**src/rtl/seq_detect_1011_ctrl.sv**
```systemverilog
// ----------------------------------------------------------------------------
// seq_detect_1011_ctrl
//   Board-level front end for the 1011 sequence-detector lab. Two bouncy
//   push-buttons (step, clear) are synchronized and debounced. Each step press
//   samples the synchronized data switch into a Moore FSM that detects the
//   serial pattern 1011, with overlapping matches allowed.
//
// Ports
//   clk          in   1  system clock (50 MHz on the board)
//   reset_n      in   1  asynchronous active-low reset
//   step_btn_n   in   1  raw step push-button, active-low, asynchronous
//   clr_btn_n    in   1  raw clear push-button, active-low, asynchronous
//   data_in      in   1  raw data switch, sampled only on a step event
//   state_code   out  4  FSM state S0..S4 encoded as 0..4
//   match_count  out  4  number of detections modulo 16
//   detect       out  1  high while the FSM is in S4
//   bit_hist     out  4  last four sampled bits, bit 0 newest
// ----------------------------------------------------------------------------
module seq_detect_1011_ctrl #(
    parameter int unsigned DEBOUNCE_CYCLES = 500000,
    parameter int unsigned CNT_W           = 19
) (
    input  logic       clk,
    input  logic       reset_n,
    input  logic       step_btn_n,
    input  logic       clr_btn_n,
    input  logic       data_in,
    output logic [3:0] state_code,
    output logic [3:0] match_count,
    output logic       detect,
    output logic [3:0] bit_hist
);

    localparam int unsigned CODE_W   = 4;
    localparam int unsigned HIST_W   = 4;
    localparam int unsigned NUM_BTN  = 2;
    localparam int unsigned BTN_STEP = 0;
    localparam int unsigned BTN_CLR  = 1;

    typedef enum logic [2:0] {
        S0 = 3'd0,
        S1 = 3'd1,
        S2 = 3'd2,
        S3 = 3'd3,
        S4 = 3'd4
    } state_e;

    // ------------------------------------------------------------------
    // Input synchronizers (buttons idle high, data idles low)
    // ------------------------------------------------------------------
    logic [NUM_BTN-1:0] w_btn_raw;
    logic [NUM_BTN-1:0] r_btn_meta;
    logic [NUM_BTN-1:0] r_btn_sync;
    logic               r_data_meta;
    logic               r_data_sync;

    assign w_btn_raw = {clr_btn_n, step_btn_n};

    always_ff @(posedge clk or negedge reset_n) begin
        if (!reset_n) begin
            r_btn_meta  <= '1;
            r_btn_sync  <= '1;
            r_data_meta <= 1'b0;
            r_data_sync <= 1'b0;
        end else begin
            r_btn_meta  <= w_btn_raw;
            r_btn_sync  <= r_btn_meta;
            r_data_meta <= data_in;
            r_data_sync <= r_data_meta;
        end
    end

    // ------------------------------------------------------------------
    // Debounce: a level change is accepted only after DEBOUNCE_CYCLES
    // consecutive cycles of disagreement; any agreeing cycle restarts it.
    // ------------------------------------------------------------------
    logic [NUM_BTN-1:0] r_btn_db;
    logic [NUM_BTN-1:0] r_btn_db_d;
    logic [CNT_W-1:0]   r_db_cnt [NUM_BTN];

    always_ff @(posedge clk or negedge reset_n) begin
        if (!reset_n) begin
            r_btn_db   <= '1;
            r_btn_db_d <= '1;
            for (int i = 0; i < int'(NUM_BTN); i++) begin
                r_db_cnt[i] <= '0;
            end
        end else begin
            r_btn_db_d <= r_btn_db;
            for (int i = 0; i < int'(NUM_BTN); i++) begin
                if (r_btn_sync[i] == r_btn_db[i]) begin
                    r_db_cnt[i] <= '0;
                end else if (r_db_cnt[i] == CNT_W'(DEBOUNCE_CYCLES - 1)) begin
                    r_btn_db[i] <= r_btn_sync[i];
                    r_db_cnt[i] <= '0;
                end else begin
                    r_db_cnt[i] <= r_db_cnt[i] + CNT_W'(1);
                end
            end
        end
    end

    // One-cycle press pulses on the debounced 1->0 edge; release is ignored.
    logic [NUM_BTN-1:0] w_press_evt;
    logic               w_step_evt;
    logic               w_clr_evt;

    assign w_press_evt = r_btn_db_d & ~r_btn_db;
    assign w_step_evt  = w_press_evt[BTN_STEP];
    assign w_clr_evt   = w_press_evt[BTN_CLR];

    // ------------------------------------------------------------------
    // Detector FSM: state register
    // ------------------------------------------------------------------
    state_e              r_state;
    state_e              w_state_nxt;
    state_e              w_step_state;
    logic [CODE_W-1:0]   r_count;
    logic [CODE_W-1:0]   w_count_nxt;
    logic [HIST_W-1:0]   r_hist;
    logic [HIST_W-1:0]   w_hist_nxt;
    logic                r_detect;

    always_ff @(posedge clk or negedge reset_n) begin
        if (!reset_n) begin
            r_state  <= S0;
            r_count  <= '0;
            r_hist   <= '0;
            r_detect <= 1'b0;
        end else begin
            r_state  <= w_state_nxt;
            r_count  <= w_count_nxt;
            r_hist   <= w_hist_nxt;
            // Registered alongside the state so it always equals (state == S4).
            r_detect <= (w_state_nxt == S4);
        end
    end

    // ------------------------------------------------------------------
    // Detector FSM: transition function for one sampled bit
    // ------------------------------------------------------------------
    always_comb begin
        w_step_state = S0;
        unique case (r_state)
            S0:      w_step_state = r_data_sync ? S1 : S0;
            S1:      w_step_state = r_data_sync ? S1 : S2;
            S2:      w_step_state = r_data_sync ? S3 : S0;
            S3:      w_step_state = r_data_sync ? S4 : S2;
            S4:      w_step_state = r_data_sync ? S1 : S2;
            default: w_step_state = S0;
        endcase
    end

    // ------------------------------------------------------------------
    // Detector FSM: next state / counters; clear beats a coincident step
    // ------------------------------------------------------------------
    always_comb begin
        w_state_nxt = r_state;
        w_count_nxt = r_count;
        w_hist_nxt  = r_hist;
        if (w_clr_evt) begin
            w_state_nxt = S0;
            w_count_nxt = '0;
            w_hist_nxt  = '0;
        end else if (w_step_evt) begin
            w_state_nxt = w_step_state;
            w_hist_nxt  = {r_hist[HIST_W-2:0], r_data_sync};
            if (w_step_state == S4) begin
                w_count_nxt = r_count + CODE_W'(1);
            end
        end
    end

    assign state_code  = CODE_W'(r_state);
    assign match_count = r_count;
    assign detect      = r_detect;
    assign bit_hist    = r_hist;

endmodule

```
**config.mk**
```make
export PLATFORM = sky130hd
export DESIGN_NAME = seq_detect_1011_ctrl
export DESIGN_NICKNAME = d
export VERILOG_FILES = /design/src/rtl/seq_detect_1011_ctrl.sv
export SDC_FILE = /design/constraint.sdc
export NUM_CORES = 1
export LEC_CHECK = 0
export ABC_CLOCK_PERIOD_IN_PS = 5400
export CAP_MARGIN = 0
export CELL_PAD_IN_SITES_DETAIL_PLACEMENT = 1
export CELL_PAD_IN_SITES_GLOBAL_PLACEMENT = 1
export CORE_UTILIZATION = 50
export DETAILED_ROUTE_END_ITERATION = 8
export PLACE_DENSITY_LB_ADDON = 0.1
export SLEW_MARGIN = 30
export SYNTH_ARGS = -nofsm -noshare
export SYNTH_HDL_FRONTEND = slang
export SYNTH_SLANG_ARGS = --single-unit
```
**constraint.sdc**
```tcl
create_clock -name clk -period 5.4 [get_ports clk]
set_clock_uncertainty 0.1 [all_clocks]
set_input_delay 0.54 -clock clk [delete_from_list [all_inputs] [get_ports clk]]
set_output_delay 0.54 -clock clk [all_outputs]
set_load 0.05 [all_outputs]
```
Word level (Yosys, flattened, before mapping) --
Cells that the tools add are included.
Operators by class: add/subtract/negate cells 3, equal/unequal tests 10, multiplexer cells 16, bitwise logic cells 4, reductions and logical operators 7
Operators by type and width (number):
- $mux 19 | 4
- $add 19x1->19 const B | 2
- $eq 19x19->1 const B | 2
- $mux 4 | 5
- $pmux 3 s4 | 1
- $eq 3x3->1 const B | 3
- $mux 3 | 3
- $eq 3x2->1 const B | 2
- $reduce_and 2->1 | 3
- $add 4x1->4 const B | 1
- $mux 2 | 2
- $reduce_bool 2->1 | 2
- $eq 3x1->1 const B | 1
- $logic_not 3->1 | 1
- $and 2x2->2 | 1
- $eq 1x1->1 | 2
- $not 1->1 | 2
- $not 2->2 | 1
- $reduce_or 2->1 | 1
- $mux 1 | 1
Word-level totals: register bits 60, logic and storage cells 53

Depth between registers and ports, before layout --
Gate-level depths: netlist of the first run.
depth after elaboration 7, depth in mapped cells 6, depth with buffers taken out 5

Worst setup path after synthesis of the first run --
Ideal clock, no wire load.
path type register -> register, from reg r_db_cnt[0] in the netlist's numbering, to reg r_db_cnt[18] in the netlist's numbering, setup time 140 ps, arrival time 1608 ps, slack 3552 ps, stages on the path, launching flop included 6, cells stage by stage dfrtp_1 -> ha_1 -> nand4_1 -> nor4_1 -> a31o_2 -> a21oi_1
Between the ends: word-level cells in the longest chain between the ends 3
RTL lines:
- from (decl) | RTL line 79 | logic [CNT_W-1:0] r_db_cnt [NUM_BTN];
- from (signal, indexed assignment) | RTL line 97 | r_db_cnt[i] <= r_db_cnt[i] + CNT_W'(1);
- $add 19x1->19 / $eq 19x19->1 (equally long branches) | RTL line 97, 93
- $mux 19 * | RTL line 93 | end else if (r_db_cnt[i] == CNT_W'(DEBOUNCE_CYCLES - 1)) begin
- $mux 19 * | RTL line 91 | if (r_btn_sync[i] == r_btn_db[i]) begin
Mark *: on every way between the ends. The rest lies on a longest branch, timed or not. A chain may end at the register's enable or synchronous reset.

Worst setup path in the final report of the first run --
from reg r_state[0], to out state_code[0]
RTL lines:
- from (decl) | RTL line 115 | state_e r_state;
- from (signal assigned) | RTL line 131 | r_state <= w_state_nxt;
- to (decl) | RTL line 28 | output logic [3:0] state_code,
No word-level cell between the ends.

==> results of run 1 <==
==> stage by stage <==
step / cells / power [mW]
3_5_place_dp: 356 / 0.499
6_report: 372 / 0.843
3_3_place_gp: 356 / 0.498
4_1_cts: 372 / 0.852
2_1_floorplan: 277 / 0.484
5_1_grt: 372 / 0.874
==> logic make-up (layout without fill, tap and decap cells) <==
logic type      Yosys count  after routing  synth area share
compound gates           24             24            0.0610
xor+xnor                 32             32            0.0976
fa+ha+maj                 3              3            0.0131
buf+inv                  17             40            0.0283
flops                    60             60             0.526
mux                       6              6            0.0218
other cells               1              1           0.00131
simple gates            134            134             0.251
==> cells in the final DEF, fill, tap and decap left out, types with 4 or more instances in the layout <==
master	instances
sky130_fd_sc_hd__nand4_1	9
sky130_fd_sc_hd__nor3_1	7
sky130_fd_sc_hd__or4_1	4
sky130_fd_sc_hd__xnor2_1	20
sky130_fd_sc_hd__clkbuf_8	10
sky130_fd_sc_hd__dfrtp_1	52
sky130_fd_sc_hd__nor2_1	37
sky130_fd_sc_hd__nand2_1	25
sky130_fd_sc_hd__nor4_1	10
sky130_fd_sc_hd__xor2_1	12
sky130_fd_sc_hd__mux2i_1	4
sky130_fd_sc_hd__inv_1	7
sky130_fd_sc_hd__nand3_1	17
sky130_fd_sc_hd__clkdlybuf4s50_1	15
sky130_fd_sc_hd__dfstp_2	8
sky130_fd_sc_hd__a21oi_1	13
==> how the worst max path moves through the flow <==
stage and to:
6_report state_code[0], 5_1_grt r_db_cnt[21]$_DFF_PN0_, 4_1_cts state_code[0], 3_5_place_dp r_db_cnt[27]$_DFF_PN0_, 3_3_place_gp r_db_cnt[33]$_DFF_PN0_, 2_1_floorplan r_db_cnt[18]$_DFF_PN0_
==> cell usage after synthesis (all sizes together) (3+ instances only) <==
library cell,instances
dfrtp,52
nor2,37
nand2,25
xnor2,20
nand3,17
a21oi,14
xor2,12
nand4,11
nor4,11
dfstp,8
inv,7
nor3,7
buf,5
clkbuf,5
or4,5
mux2i,4
o31ai,4
or3,4
ha,3
o21ai,3
or2,3
==> where the power goes <==
group	switching [mW]	internal [mW]
clock network	0.175	0.178
registers	0.00621	0.457
logic	0.0196	0.00782
total	0.200	0.643
==> state kept, by name, indices dropped and copies added (netlist names) <==
name / cells
r_btn_sync: 2
r_data_meta: 1
r_btn_db: 2
r_db_cnt: 38
r_btn_meta: 2
r_btn_db_d: 2
bit_hist: 4
r_state: 3
r_data_sync: 1
detect: 1
match_count: 4
==> cell type report <==
type,count,share of cell area
timing repair buffer,17,0.0502
sequential,60,0.466
inverter,7,0.00811
clock buffer,12,0.0448
multi-input combinational,200,0.395
clock inverter,4,0.00811
tap,72,0.0278
==> metal layers <==
layer  wire (um)  vias to the layer above  track usage
met3         128                       13       0.0365
met1        2710                     1019        0.275
met2        2870                       24        0.362
met4         136                        0        0.134
li1            -                     1003            -
met5           0                        -            0
==> flow_summary.toml, run 1 <==
[final_layout]
multi_input_comb_area_um2 = 1280
final_area_um2 = 3240
synth_to_layout_area_growth_pct = 12.9
fin_util = 0.589
num-fill-cells = 610
footprint_of_the_flip_flops_and_latches_um2 = 1510
layout-drive-gt1-share = 0.127
num_antenna_cells = 0
num-nets-final = 303

[placement]
dp_worst_setup_slack_ps = 3110
detailed_place.area_um2 = 3070
place_congestion = 0.766
place.port_buffers = 16
dp_hpwl_um = 3870

[worst_setup_path]
crit_cells = 1
worst_ep_required_time_ps = 4760
critical_path_buf_inv_count = 1
cpMaxStageDelayCell = "sky130_fd_sc_hd__clkdlybuf4s50_1"
critical-path-top-delay-family = "buffers and inverters"
worstPathMaxFanout = 7
timing.critical_path.cells = "clkdlybuf4s50_1"
timing.critical_path.from = "r_state[0]$_DFF_PN0_"
start_kind = "flop"
reg2reg_to = "r_db_cnt[27]$_DFF_PN0_"
worstPathArrival_ps = 1660
worst_r2r_path_depth = 4
rrSetupSlack_ps = 3130
path_class = "reg2out"
critical_path.reg2reg.startpoint = "r_db_cnt[25]$_DFF_PN0_"
crit_path_max_incr_delay_ps = 860
worst_setup_path_end_kind = "primary output"

[detailed_routing]
drc = 0
postRouteAntennaNets = 0
avgRoutedWirePerCell_um = 15.7
drt_first_iter_violations = 89
route.detailed.vias_per_inst = 5.53
overall_routed_net_length_um = 5840
vias = 2059
drt_pre_antenna_iters = 6

[synthesis]
ys.flop_type = "sky130_fd_sc_hd__dfrtp_1"
post_synthesis_sequential_element_count = 60
post_synth.cell_area_avg_um2 = 10.4
async_flop_share = 1.00
post-synth-top-area-fraction = 0.453
yosys.cell_types.count = 47
ys_warn_count = 0
synth_fp_nets = 285
synth_edf_count = 0
ys_seq_area_frac = 0.526
yosys-top-cells-area = "sky130_fd_sc_hd__dfrtp_1, sky130_fd_sc_hd__dfstp_2, sky130_fd_sc_hd__xnor2_1"
synthDominantAreaCellType = "sky130_fd_sc_hd__dfrtp_1"
synthesis.instances = 277
synthesis.area_um2 = 2870

[clock_tree]
cts_tree = "done"
cts_buffers = 9
clock_root_buffer = "sky130_fd_sc_hd__clkbuf_8"
cts-resized-gates = 0
cts.repair_timing.setup_buffer_count = 0
clk-insertion-delay-late_ps = 340
clk_pin_slew_worst_paths_ps = 70
clockBufferDepth = 2
ctsHtreeMaxLevel = 3
number_of_clock_sinks = 60
post_cts_hold_buffer_count = 0

[floorplan]
dieWidth_um = 77.8
die_area_um2 = 6050
design.core.area_um2 = 5510
top_level_ports = 18
die_h_um = 77.8
core.rowCount = 27
starting_density_of_the_core = 0.521

[grt]
grt_use_total = 0.222
first_global_vias = 2136
wire_length_of_the_first_global_routing_pass_um = 10200
largest_net_degree_at_the_start_of_global_routing = 61
grt_antenna_before_repair = 0
gr-total-overflow = 0

[run_status]
outcome = "finished clean"

[timing]
max_slew.worst_pin.slew_ps = 954
finalMaxSlewViolations = 0
clock.fmax_mhz = 435
finalHoldViolations = 0
period_needed_ps = 2300
setup-violations-final = 0
hold-worst-slack_ps = 246
rsz_0062_raised_after_global_routing = "no"
post-route-period-util = 0.426
setup-tns-final_ps = 0
timing.slew.headroom = 0.362
layout_setup_ws_ps = 3100

[power_and_ir_drop]
peakVddDrop_mv = 0.161
static_leakage_nw = 1.31
power_density_nw_per_um2 = 260

[min_path]
hold_path.class = "in2async"

[job]
max_cap_viol_count = 0
Power figures use the tool's default switching activity.
==> run 2, diff against run 1 <==
Settings changed: ABC_CLOCK_PERIOD_IN_PS 5400 to 2000, CORE_UTILIZATION 50 to 42.
Clock period 5.4 ns to 2 ns, I/O delays scaled along.
==> flow_summary.toml, run 2 (synthesized netlist as in run 1, its figures left out) <==
[final_layout]
layout-drive-gt1-share = 0.186
synth_to_layout_area_growth_pct = 21.2
num-nets-final = 325
most_common_cell_after_layout_fill_and_taps_aside = "sky130_fd_sc_hd__dfrtp_1"
top_register = "r_db_cnt"
largest_register_ff_count = 38
layoutNonFillerInstCount = 399
layout_common_cells = "sky130_fd_sc_hd__dfrtp_1, sky130_fd_sc_hd__nor2_1, sky130_fd_sc_hd__nand2_1"
num_antenna_cells = 0
num-fill-cells = 720

[job]
max_cap_viol_count = 0

[timing]
period_needed_ps = 1910
clock.fmax_mhz = 523
rsz_0062_raised_after_global_routing = "yes"
max_slew.worst_pin.slew_ps = 502
finalHoldViolations = 0
timing.slew.headroom = 0.665
layout_setup_ws_ps = 88.2
finalMaxSlewViolations = 0
setup-violations-final = 0
post-route-period-util = 0.956

[worst_setup_path]
rrSetupSlack_ps = 120
worst_ep_required_time_ps = 1700
worstPathMaxFanout = 6
crit_path_max_incr_delay_ps = 840
critical-path-top-delay-family = "buffers and inverters"
worst_setup_path_end_kind = "primary output"
worst_r2r_path_depth = 6
timing.critical_path.cells = "clkdlybuf4s50_1"
reg2reg_to = "r_db_cnt[37]$_DFF_PN0_"
critical_path_buf_inv_count = 1
critical_path.reg2reg.startpoint = "r_db_cnt[19]$_DFF_PN0_"
cpMaxStageDelayCell = "sky130_fd_sc_hd__clkdlybuf4s50_1"
crit_cells = 1
worstPathArrival_ps = 1610
path_class = "reg2out"
start_kind = "flop"

[power_and_ir_drop]
power_density_nw_per_um2 = 702
swShare = 0.218
power_frac_comb = 0.036
static_leakage_nw = 1.45
total_switching_power_mw = 0.534
p_clk_frac = 0.453
pwr-share-seq = 0.510
internal_power_mw = 1.91
peakVddDrop_mv = 0.424

[floorplan]
top_level_ports = 18
dieWidth_um = 84.7
starting_density_of_the_core = 0.445
design.core.area_um2 = 6460
core.rowCount = 29
die_h_um = 84.7
die_area_um2 = 7170

[placement]
dp_hpwl_um = 4150
place_congestion = 0.797
dp.cells = 381
place.port_buffers = 16
dp_worst_setup_slack_ps = -10.7

[detailed_routing]
postRouteAntennaNets = 0
drt_pre_antenna_iters = 8
drt_first_iter_violations = 45
drc = 2
avgRoutedWirePerCell_um = 15.0
route.detailed.vias_per_inst = 5.38
overall_routed_net_length_um = 5980
vias = 2146

[clock_tree]
ctsHtreeMaxLevel = 3
clk_pin_slew_worst_paths_ps = 70
cts_buffers = 9
cts_tree = "done"
number_of_clock_sinks = 60
clk-insertion-delay-late_ps = 330
clock_root_buffer = "sky130_fd_sc_hd__clkbuf_8"
clockBufferDepth = 2

[grt]
grt_most_used_layer = "met2"
gr-usage-met1 = 0.231
first_global_vias = 2301
largest_net_degree_at_the_start_of_global_routing = 61
grt_use_met2 = 0.323
wire_length_of_the_first_global_routing_pass_um = 10600
grt_use_total = 0.187
grt_antenna_before_repair = 0
gr-total-overflow = 0
groute.layer.met3.usage = 0.0531

[min_path]
hold_path.class = "in2reg"
worst_hold_path_stage_count = 1
whs_endpoint = "r_btn_meta[1]$_DFF_PN1_"
timing.hold.worst.start = "clr_btn_n"

[run_status]
violations = "design-rule violations"
outcome = "finished with violations"
==> run 2: cell count changes in the layout (fill, tap and decap cells not counted) <==
| cell | change |
|---|---|
| sky130_fd_sc_hd__buf_12 | +2 |
| sky130_fd_sc_hd__buf_4 | +19 |
| sky130_fd_sc_hd__bufinv_16 | +1 |
| sky130_fd_sc_hd__clkbuf_8 | +1 |
| sky130_fd_sc_hd__clkdlybuf4s50_1 | -1 |
| sky130_fd_sc_hd__clkinv_2 | -2 |
| sky130_fd_sc_hd__clkinv_4 | -1 |
| sky130_fd_sc_hd__clkinvlp_4 | +1 |
| sky130_fd_sc_hd__dlygate4sd3_1 | +1 |
| sky130_fd_sc_hd__dlymetal6s2s_1 | +1 |
| sky130_fd_sc_hd__nor4_1 | -1 |
| sky130_fd_sc_hd__nor4_2 | +1 |
==> run 2: metrics by stage <==
step	setup TNS, ps	hold slack (ps)	utilization	instance area, um^2	total power [mW]
4_1_cts	0	154	0.537	3470	2.48
6_report	0	169	0.539	3480	2.44
3_3_place_gp	0	130	0.503	3250	1.36
2_1_floorplan	0	-196	-	2870	1.31
5_1_grt	-43.4	153	0.539	3480	2.54
3_5_place_dp	-10.7	134	0.503	3250	1.36
==> run 2: cell type report <==
cell class                      count  area, um^2  share of cell area
Clock inverter                      3        45.0              0.0129
Multi-Input combinational cell    200        1280               0.369
Tap cell                           77        96.3              0.0277
Timing Repair Buffer               39         358               0.103
Clock buffer                       13         159              0.0457
Sequential cell                    60        1510               0.434
Inverter                            7        26.3             0.00755
==> run 2: power groups by stage <==
| stage | Combinational [mW] | Clock (mW) | Sequential, mW |
|---|---|---|---|
| floorplan | 0.0391 | 0 | 1.27 |
| global placement | 0.0897 | 0 | 1.27 |
| detailed placement | 0.0903 | 0 | 1.27 |
| CTS | 0.0919 | 1.14 | 1.25 |
| global route | 0.102 | 1.19 | 1.25 |
| finish | 0.0885 | 1.11 | 1.25 |
==> run 2: worst max-delay path by stage <==
stage,start,end
2_1_floorplan,r_db_cnt[0]$_DFF_PN0_,r_db_cnt[18]$_DFF_PN0_
3_3_place_gp,r_db_cnt[31]$_DFF_PN0_,r_btn_db[0]$_DFFE_PN1P_
6_report,r_state[2]$_DFF_PN0_,state_code[2]
3_5_place_dp,r_db_cnt[19]$_DFF_PN0_,r_btn_db[0]$_DFFE_PN1P_
5_1_grt,r_db_cnt[29]$_DFF_PN0_,r_btn_db[0]$_DFFE_PN1P_
4_1_cts,r_db_cnt[19]$_DFF_PN0_,r_db_cnt[33]$_DFF_PN0_
==> run 2: repair_timing <==
| action | 4_1_cts | 5_1_grt |
|---|---|---|
| hold buffers | 1 | 0 |
| pin swaps | 0 | 1 |
| buffers inserted | 0 | 1 |
| gates cloned | 0 | 0 |
| setup endpoints to repair | 1 | 4 |
| gates resized for setup | 1 | 1 |
| hold endpoints to repair | 52 | 0 |
==> run 2: layer usage <==
metal | share of wire | routed length (um)
met1 | 0.46 | 2740
met2 | 0.51 | 3050
met3 | 0.021 | 127
met4 | 0.0090 | 54
met5 | 0 | 0
